**config.mk**
```make
export PLATFORM = sky130hd
export DESIGN_NAME = debounce_fsm_flat
export DESIGN_NICKNAME = d
export VERILOG_FILES = /design/src/rtl/debounce_pkg.sv /design/src/rtl/debounce_fsm_if.sv /design/src/rtl/sync_2ff.sv /design/src/rtl/debounce_fsm.sv /design/src/flat_wrapper.sv
export SDC_FILE = /design/constraint.sdc
export NUM_CORES = 1
export LEC_CHECK = 0
export CORE_AREA = 2 2 39 41
export CTS_CLUSTER_DIAMETER = 120
export DETAILED_ROUTE_END_ITERATION = 10
export DIE_AREA = 0 0 41 43
export GPL_TIMING_DRIVEN = 0
export SKIP_LAST_GASP = 1
export SLEW_MARGIN = 40
export SYNTH_ARGS = -nofsm -noshare
export SYNTH_HDL_FRONTEND = slang
export SYNTH_SLANG_ARGS = --single-unit
```
**constraint.sdc**
```tcl
create_clock -name clk -period 1.4 [get_ports clk]
set_input_delay 0.21 -clock clk [delete_from_list [all_inputs] [get_ports clk]]
set_output_delay 0.21 -clock clk [all_outputs]
set_load 0.02 [all_outputs]
```
**src/rtl/debounce_pkg.sv**
```systemverilog
// rtl/debounce_pkg.sv - shared state encoding and synchronizer depth for the debouncer
package debounce_pkg;

  // Two-bit encoding: bit 1 is the accepted level, bit 0 flags a pending change.
  typedef enum logic [1:0] {
    S_LOW     = 2'b00,
    S_WAIT_HI = 2'b01,
    S_HIGH    = 2'b10,
    S_WAIT_LO = 2'b11
  } state_t;

  localparam int SYNC_STAGES = 2;

endpackage

```
**src/rtl/debounce_fsm_if.sv**
```systemverilog
// rtl/debounce_fsm_if.sv - sample tick, raw input and debounced outputs of one debouncer
interface debounce_fsm_if;

  logic tick;
  logic din;
  logic level;
  logic rise;
  logic fall;

  // Driver side: prescaler tick plus raw button, observes the clean outputs.
  modport master (
    output tick,
    output din,
    input  level,
    input  rise,
    input  fall
  );

  // Debouncer side.
  modport slave (
    input  tick,
    input  din,
    output level,
    output rise,
    output fall
  );

endinterface

```
**src/rtl/sync_2ff.sv**
```systemverilog
// rtl/sync_2ff.sv - flop-chain synchronizer for one asynchronous input, resets to 0
module sync_2ff
  import debounce_pkg::*;
(
  input  logic clk,
  input  logic rst,
  input  logic i_d,
  output logic o_q
);

  logic [SYNC_STAGES-1:0] r_sync;

  // Shift the raw input through the chain every clock; first stage may go metastable.
  always_ff @(posedge clk or negedge rst) begin
    if (!rst) begin
      r_sync <= '0;
    end else begin
      r_sync <= {r_sync[SYNC_STAGES-2:0], i_d};
    end
  end

  assign o_q = r_sync[SYNC_STAGES-1];

endmodule

```
**src/rtl/debounce_fsm.sv**
```systemverilog
// rtl/debounce_fsm.sv - tick-sampled debouncer; DEBOUNCE_EDGE_PULSE_EN enables rise/fall pulses
module debounce_fsm
  import debounce_pkg::*;
#(
  parameter int STABLE = 4
) (
  input  logic           clk,
  input  logic           rst,
  debounce_fsm_if.slave  bus
);

  localparam int CW = $clog2(STABLE);
  localparam logic [CW-1:0] LAST = CW'(STABLE - 1);

  logic          w_ds;
  state_t        r_state;
  state_t        w_state_nxt;
  logic [CW-1:0] r_cnt;
  logic [CW-1:0] w_cnt_nxt;
  logic          r_level;
  logic          w_level_nxt;
`ifdef DEBOUNCE_EDGE_PULSE_EN
  logic          r_rise;
  logic          r_fall;
  logic          w_rise_nxt;
  logic          w_fall_nxt;
`endif

  sync_2ff u_sync (
    .clk (clk),
    .rst (rst),
    .i_d (bus.din),
    .o_q (w_ds)
  );

  // Next state: only a tick moves the FSM; cnt holds the number of agreeing samples so far.
  always_comb begin
    w_state_nxt = r_state;
    w_cnt_nxt   = r_cnt;
    w_level_nxt = r_level;
`ifdef DEBOUNCE_EDGE_PULSE_EN
    w_rise_nxt  = 1'b0;
    w_fall_nxt  = 1'b0;
`endif
    if (bus.tick) begin
      case (r_state)
        S_LOW: begin
          if (w_ds) begin
            w_state_nxt = S_WAIT_HI;
            w_cnt_nxt   = CW'(1);
          end
        end
        S_WAIT_HI: begin
          if (!w_ds) begin
            w_state_nxt = S_LOW;
            w_cnt_nxt   = '0;
          end else if (r_cnt == LAST) begin
            w_state_nxt = S_HIGH;
            w_cnt_nxt   = '0;
            w_level_nxt = 1'b1;
`ifdef DEBOUNCE_EDGE_PULSE_EN
            w_rise_nxt  = 1'b1;
`endif
          end else begin
            w_cnt_nxt = r_cnt + CW'(1);
          end
        end
        S_HIGH: begin
          if (!w_ds) begin
            w_state_nxt = S_WAIT_LO;
            w_cnt_nxt   = CW'(1);
          end
        end
        S_WAIT_LO: begin
          if (w_ds) begin
            w_state_nxt = S_HIGH;
            w_cnt_nxt   = '0;
          end else if (r_cnt == LAST) begin
            w_state_nxt = S_LOW;
            w_cnt_nxt   = '0;
            w_level_nxt = 1'b0;
`ifdef DEBOUNCE_EDGE_PULSE_EN
            w_fall_nxt  = 1'b1;
`endif
          end else begin
            w_cnt_nxt = r_cnt + CW'(1);
          end
        end
        default: begin
          w_state_nxt = S_LOW;
          w_cnt_nxt   = '0;
        end
      endcase
    end
  end

  // State, counter and clean level register; reset discards any pending wait.
  always_ff @(posedge clk or negedge rst) begin
    if (!rst) begin
      r_state <= S_LOW;
      r_cnt   <= '0;
      r_level <= 1'b0;
    end else begin
      r_state <= w_state_nxt;
      r_cnt   <= w_cnt_nxt;
      r_level <= w_level_nxt;
    end
  end

`ifdef DEBOUNCE_EDGE_PULSE_EN
  // Edge pulses are registered so they line up with the level change and last one clock.
  always_ff @(posedge clk or negedge rst) begin
    if (!rst) begin
      r_rise <= 1'b0;
      r_fall <= 1'b0;
    end else begin
      r_rise <= w_rise_nxt;
      r_fall <= w_fall_nxt;
    end
  end

  assign bus.rise = r_rise;
  assign bus.fall = r_fall;
`else
  assign bus.rise = 1'b0;
  assign bus.fall = 1'b0;
`endif

  assign bus.level = r_level;

endmodule

```
**src/flat_wrapper.sv**
```systemverilog
// flat-port wrapper written by rule: the top's interface ports become plain ports
module debounce_fsm_flat import debounce_pkg::*;
#(
  parameter int STABLE = 4
)
  (clk, rst, bus_tick, bus_din, bus_level, bus_rise, bus_fall);
  debounce_fsm_if bus_i ();
  input  logic clk;
  input  logic rst;
  input wire logic [$bits(bus_i.tick)-1:0] bus_tick;
  input wire logic [$bits(bus_i.din)-1:0] bus_din;
  output wire logic [$bits(bus_i.level)-1:0] bus_level;
  output wire logic [$bits(bus_i.rise)-1:0] bus_rise;
  output wire logic [$bits(bus_i.fall)-1:0] bus_fall;
  assign bus_i.tick = bus_tick;
  assign bus_i.din = bus_din;
  assign bus_level = bus_i.level;
  assign bus_rise = bus_i.rise;
  assign bus_fall = bus_i.fall;
  debounce_fsm #(.STABLE(STABLE)) u_core (.clk(clk), .rst(rst), .bus(bus_i));
endmodule
```
==> out/results.tsv, run 1 <==
metric	value	unit
CTS resizes	1	
Starting Density	24.5	%
Nets	44	
layout cells sized above 1	27.0	%
Die W	41	microns
Max Cap Viol	0	
FP Rows	14	
worst vdd ir	0.701	mV
crit end category	register	
leak pwr	0.194	nW
Vias	216	
fin crit period	1170	ps
reg2reg path depth	3	
Setup Fix Bufs, Post-CTS	0	
RR Endpoint	u_core.r_cnt[0]	
Synth area leaders	dfrtp_1 (52%), ha_1 (7.4%), a21oi_1 (4.4%)	
endpoints failing hold	0	
TritonCTS Buffers	3	
unrepaired setup endpoints after global routing	no	
FMAX	854	MHz
Routed WL	450	microns
largest net degree at the start of global routing	8	
R2R Path Start	u_core.r_cnt[0]	
Synth-to-Final Area Change	26.2	%
clock slew at reported path FFs	50	ps
Root Driver	clkbuf_4	
DRC	0	
critical path required time	1560	ps
number of global-route vias before repair	198	
Num Clock Sinks	7	
Core ar.	1380	sq um
gr usage total	7.03	%
final setup vio count	0	
HP Class	input pin to asynchronous set/reset pin	
drt pass-1 iters	2	
most frequent cells in the layout	dfrtp_1 (7), a21oi_1 (3), clkbuf_4 (3), clkdlybuf4s50_1 (3)	
Synth cell types	18	
final number of max-transition violations	0	
period utilization	83.6	%
Yosys warning count	0	
synthesized area per cell	12.1	sq um
setup TNS	0	ps
routed vias/inst	4.08	
cell count after synthesis	28	
die area	1760	sq um
wire per inst	8.49	microns
most common cell after layout, fill and taps aside	dfrtp_1	
clock skew	0.405	ps
Initial DRC Count	2	
flop-to-flop setup slack	230	ps
register area share after synthesis	51.7	%
Fillers	144	
RePlAce Congestion	0.605	
antenna-violating nets left	0	
Post-DP Area	403	sq um
Finished Core Util	30.9	%
TritonCTS clock tree	done	
Cell Pwr Density	1710	nW/um^2
Die H	43	microns
I/O pin total	7	
Max Buffers Root-to-Sink	2	
Detail Placement HPWL	378	microns
kind of critical path	register to register	
Synth top area share	51.7	%
global route overflow	0	
Port Buf Inserts	4	
register bit total from synthesis	7	
CP startpoint kind	register	
Arr. time, crit path	1330	ps
ANT cells	0	
cell area after layout	428	sq um
status	finished, final reports clean	
Post-Syn Area	339	sq um
CTS Hold Buffers Added	0	
clk_lat worst skew	240	ps
area leader, netlist	dfrtp_1	
critical path peak fanout	4	
CTS HTree Levels	1	
first-pass GRT wire length	779	microns
initial antenna violation count	0	
power by group:
part / switching [mW] / leakage [nW] / internal (mW) / total (mW)
combinational: 0.0918 / 0.0928 / 0.126 / 0.218
sequential: 0.0755 / 0.0860 / 0.266 / 0.341
clock: 0.0634 / 0.0150 / 0.108 / 0.171
worst max-delay path, stage by stage (launching register included):
cell and delay (ps):
dfrtp_1 400, ha_1 220, or2_2 290, a31oi_1 180
per-layer routing:
layer,track usage (%),part of all wire [%],up-vias
met2,7.81,48,5
met1,9.43,45,98
li1,-,-,113
met3,3.66,6.4,0
met5,0,0,-
met4,6.00,0,0
layout make-up:
type,instances,area (sq um),area share (%)
sequential,7,175,40.9
multi-input combinational,20,153,35.7
timing repair buffer,4,38.8,9.06
clock buffer,4,26.3,6.14
tap,16,20.0,4.68
buffer,2,15.0,3.51
per-stage QoR:
step | std cells | hold slack, ps | worst slack [ps] | total power, mW
4_1_cts | 53 | 219 | 224 | 0.749
3_3_place_gp | 49 | 334 | 17.8 | 0.558
5_1_grt | 53 | 238 | 158 | 0.800
6_report | 53 | 218 | 230 | 0.731
2_1_floorplan | 29 | -85.6 | 305 | 0.505
3_5_place_dp | 49 | 346 | 26.3 | 0.569
cell families (layout without fill, tap and decap cells):
logic type,after synthesis,in the layout,share of synthesized area [%]
buffers and inverters,2,10,4.43
adders and majority gates,2,2,7.38
DFF,7,7,51.7
muxes,2,2,7.75
AOI/OAI and AO/OA,7,7,13.3
and+or+nand+nor,5,5,9.23
xor gates and xnor gates,2,2,5.17
other,1,2,1.11
cells in the mapped netlist (all sizes together):
library cell  n
o21ba         1
mux2          2
o21ai         1
buf           2
xnor2         1
o2bb2ai       1
dfrtp         7
a21oi         3
conb          1
nand3         2
or2           1
nand4         1
xor2          1
ha            2
a31oi         1
nor2          1
worst max path at each step:
stage	from	to
final	u_core.r_cnt[0]	u_core.r_cnt[0]
after global routing	u_core.r_cnt[0]	u_core.r_cnt[0]
after CTS	u_core.r_cnt[0]	u_core.r_cnt[0]
after detailed placement	bus_tick	register
after global placement	bus_tick	register
after floorplan	u_core.r_cnt[0]	register
Power figures use the tool's default switching activity.
==> run 2, diff against run 1 <==
Clock period 1.4 ns to 1 ns, I/O delays scaled along.
==> run 2 against run 1 <==
The flow now finishes with violations (negative setup slack). Sequential cell count unchanged. Cell area up 19%. Clock-buffer cell count unchanged. Total power up 72%.
==> out/results.tsv, run 2 (same netlist as run 1, synthesis figures left out) <==
metric	value	unit
first-pass GRT wire length	903	microns
Cell Pwr Density	2470	nW/um^2
fin crit period	1110	ps
unrepaired setup endpoints after global routing	yes	
Num Clock Sinks	7	
CP startpoint kind	register	
status	complete, but fails checks	
Detail Placement HPWL	370	microns
met3 Use GR	1.57	%
Initial DRC Count	2	
DRC	0	
gr usage total	8.15	%
FMAX	903	MHz
Overall Power	1.26	mW
CTS HTree Levels	1	
wire per inst	9.74	microns
crit end category	register	
final worst setup slack	-108	ps
initial antenna violation count	0	
routed vias/inst	4.14	
Cell Chain, Critical Path	ha_4 > nand3_4 > mux2_4	
Routed WL	565	microns
antenna-violating nets left	0	
endpoints failing hold	0	
Nets	49	
pre-CTS setup slack	-333	ps
reg2reg path depth	3	
failing checks	negative setup slack	
kind of critical path	register to register	
Max Cap Viol	0	
slowest CP cell	dfrtp_1	
Vias	240	
Arr. time, crit path	1230	ps
period utilization	111	%
Die H	43	microns
Fillers	146	
met2 Use GR	10.9	%
HP Class	input pin to asynchronous set/reset pin	
worst vdd ir	0.895	mV
gr busiest metal	met2	
Max Buffers Root-to-Sink	2	
Synth-to-Final Area Change	50.6	%
ANT cells	0	
layout cells sized above 1	47.6	%
clock slew at reported path FFs	50	ps
Core ar.	1380	sq um
TritonCTS Buffers	3	
final number of max-transition violations	0	
Port Buf Inserts	4	
clk_lat worst skew	240	ps
FP Rows	14	
leak pwr	0.236	nW
I/O pin total	7	
die area	1760	sq um
Die W	41	microns
critical path required time	1130	ps
Starting Density	24.5	%
RePlAce Congestion	0.582	
max incr delay on CP	420	ps
final setup vio count	5	
most frequent cells in the layout	dfrtp_1 (7), buf_4 (7), clkbuf_4 (3)	
CTS Hold Buffers Added	0	
largest net degree at the start of global routing	8	
number of global-route vias before repair	245	
grt met1 use	10.1	%
drt pass-1 iters	3	
TritonCTS clock tree	done	
critical path peak fanout	3	
clock skew	1.17	ps
Root Driver	clkbuf_4	
global route overflow	0	
-- run 2: layout make-up --
cell class                      count  area [sq um]  share of cell area, %
Clock buffer                        4          26.3                   5.15
Sequential cell                     7           175                   34.3
Buffer                              2          15.0                   2.94
Timing Repair Buffer                9          75.1                   14.7
Multi-Input combinational cell     20           199                   39.0
Tap cell                           16          20.0                   3.92
-- run 2: power by group --
group	internal, mW	total, mW	switching (mW)
sequential	0.372	0.514	0.142
clock	0.151	0.242	0.0907
combinational	0.328	0.503	0.175
total	0.851	1.26	0.408
-- run 2: repair_timing --
action | CTS | global route
cloned | 0 | 0
setup buffers | 5 | 0
pin swaps | 5 | 2
gates resized for setup | 2 | 7
endpoints found under the setup margin | 6 | 6
-- run 2: through the flow --
stage / utilization, % / cell area, sq um / cells / hold slack [ps] / setup TNS [ps]
final: 36.9 / 510 / 58 / 157 / -353
after floorplan: - / 354 / 29 / -146 / -97.5
after global placement: 29.9 / 414 / 49 / 333 / -1240
after detailed placement: 29.9 / 414 / 49 / 337 / -1250
after CTS: 34.5 / 478 / 58 / 151 / -369
after global routing: 36.9 / 510 / 58 / 168 / -627
-- run 2: path summary, 6_finish.rpt --
check / start / to / slack [ps]
min in group clk: bus_din / u_core.u_sync.r_sync[0] / 350
setup reg to reg: u_core.r_cnt[1] / register / -110
hold reg to reg: u_core.u_sync.r_sync[0] / u_core.u_sync.r_sync[1] / 350
hold / removal: rst / asynchronous set/reset pin / 160
setup / recovery: u_core.r_cnt[1] / register / -110
max in group asynchronous: rst / u_core.r_cnt[1] / 620
-- run 2: layer usage --
metal  part of all wire [%]  up-vias
met1                     42      115
li1                       -      122
met5                      0        -
met4                      0        0
met3                    3.2        0
met2                     55        3
-- run 2: critical path: cells and delay by family, from the launching register on --
kind,cells,cell delay (ps)
adders and majority gates,1,190
muxes,1,300
and+or+nand+nor,1,80
DFF,1,420
==> run 3, diff against run 2 <==
Settings changed: RECOVER_POWER from default to 50.
==> run 3 against run 2 <==
The run still ends with negative setup slack left. Final cell count unchanged. Non-clock buffer count unchanged. Routed wire length down 0.18%. Combinational power about the same. Highest routed layer unchanged. Sequential power about the same. Utilization unchanged. First-iteration DRC count unchanged. Largest power group unchanged. Critical path type unchanged.
==> out/results.tsv, run 3 (same netlist as run 1, synthesis figures left out) <==
metric	value	unit
status	complete, but fails checks	
failing checks	negative setup slack	
ANT cells	0	
crit end category	register	
endpoints failing hold	0	
unrepaired setup endpoints after global routing	yes	
buffers and inverters on the worst path	0	
Arr. time, crit path	1230	ps
Num Clock Sinks	7	
drt pass-1 iters	3	
I/O pin total	7	
max incr delay on CP	420	ps
RePlAce Congestion	0.582	
reg2reg path depth	3	
Overall Power	1.26	mW
Nets	49	
CTS HTree Levels	1	
Detail Placement HPWL	370	microns
die area	1760	sq um
R2R Path Start	u_core.r_cnt[1]	
final worst setup slack	-108	ps
slowest CP cell	dfrtp_1	
TritonCTS Buffers	3	
Port Buf Inserts	4	
HP Class	input pin to asynchronous set/reset pin	
layout cells sized above 1	47.6	%
Cell Chain, Critical Path	ha_4 > nand3_4 > mux2_4	
fin cells	58	
FP Rows	14	
worst vdd ir	0.895	mV
critical path peak fanout	3	
antenna-violating nets left	0	
leak pwr	0.236	nW
TritonCTS clock tree	done	
routed vias/inst	4.14	
number of global-route vias before repair	245	
clock skew	1.17	ps
fin crit period	1110	ps
clock slew at reported path FFs	50	ps
Vias	240	
final setup vio count	5	
CP startpoint kind	register	
Routed WL	564	microns
final number of max-transition violations	0	
largest net degree at the start of global routing	8	
FMAX	903	MHz
Core ar.	1380	sq um
first-pass GRT wire length	903	microns
Die H	43	microns
wire per inst	9.72	microns
Crit path max-delay family	flip-flops	
clk_lat worst skew	240	ps
Post-Place Cells	49	
Die W	41	microns
Finished Core Util	36.9	%
worst hold slack	228	ps
most frequent cells in the layout	dfrtp_1 (7), buf_4 (7), clkbuf_4 (3)	
setup TNS	-353	ps
flop-to-flop setup slack	-110	ps
Root Driver	clkbuf_4	
Max Buffers Root-to-Sink	2	
Cell Pwr Density	2460	nW/um^2
DRC	0	
Starting Density	24.5	%
period utilization	111	%
critical path required time	1130	ps
kind of critical path	register to register	
Initial DRC Count	2	
global route overflow	0	
gr usage total	8.15	%
Synth-to-Final Area Change	50.6	%
initial antenna violation count	0	
Max Cap Viol	0	
[run 3: power by group]
group	switching [mW]	leakage (nW)	internal, mW	total, mW
sequential	0.142	0.0860	0.372	0.514
clock	0.0907	0.0150	0.151	0.242
combinational	0.175	0.135	0.327	0.501
[run 3: worst max-delay path by stage]
stage | startpoint | endpoint | slack [ps] | cells after the start
3_5_place_dp | bus_tick | register | -330 | 3
4_1_cts | u_core.r_cnt[1] | register | -110 | 3
5_1_grt | u_core.r_cnt[0] | register | -150 | 3
6_report | u_core.r_cnt[1] | register | -110 | 3
2_1_floorplan | u_core.r_cnt[0] | register | -60 | 3
3_3_place_gp | bus_tick | register | -340 | 3
[run 3: area by class of cell]
type / instances / area (sq um)
Clock buffer: 4 / 26.3
Timing Repair Buffer: 9 / 75.1
Sequential cell: 7 / 175
Buffer: 2 / 15.0
Fill cell: 146 / 873
Multi-Input combinational cell: 20 / 199
Tap cell: 16 / 20.0
[run 3: stage by stage]
step                setup WS [ps]  cell area (sq um)
floorplan                   -59.8                354
global placement             -341                414
detailed placement           -333                414
CTS                          -107                478
global route                 -148                510
finish                       -108                510
[run 3: worst register-to-register path, stage by stage, from the launching register on]
cell and delay (ps):
dfrtp_1 420, ha_4 190, nand3_4 80, mux2_4 300
[run 3: repair_timing]
action,in CTS,in global routing
hold buffers,0,0
endpoints found under the setup margin,6,6
pin swaps,5,2
resized for setup,2,7
setup buffers,5,0
[run 3: metal layers]
metal	vias to the layer above	part of all wire (%)	track usage, %
met5	-	0	0
met3	0	3.2	1.57
met4	0	0	8.00
met1	115	42	10.1
met2	3	55	10.9
li1	122	-	-
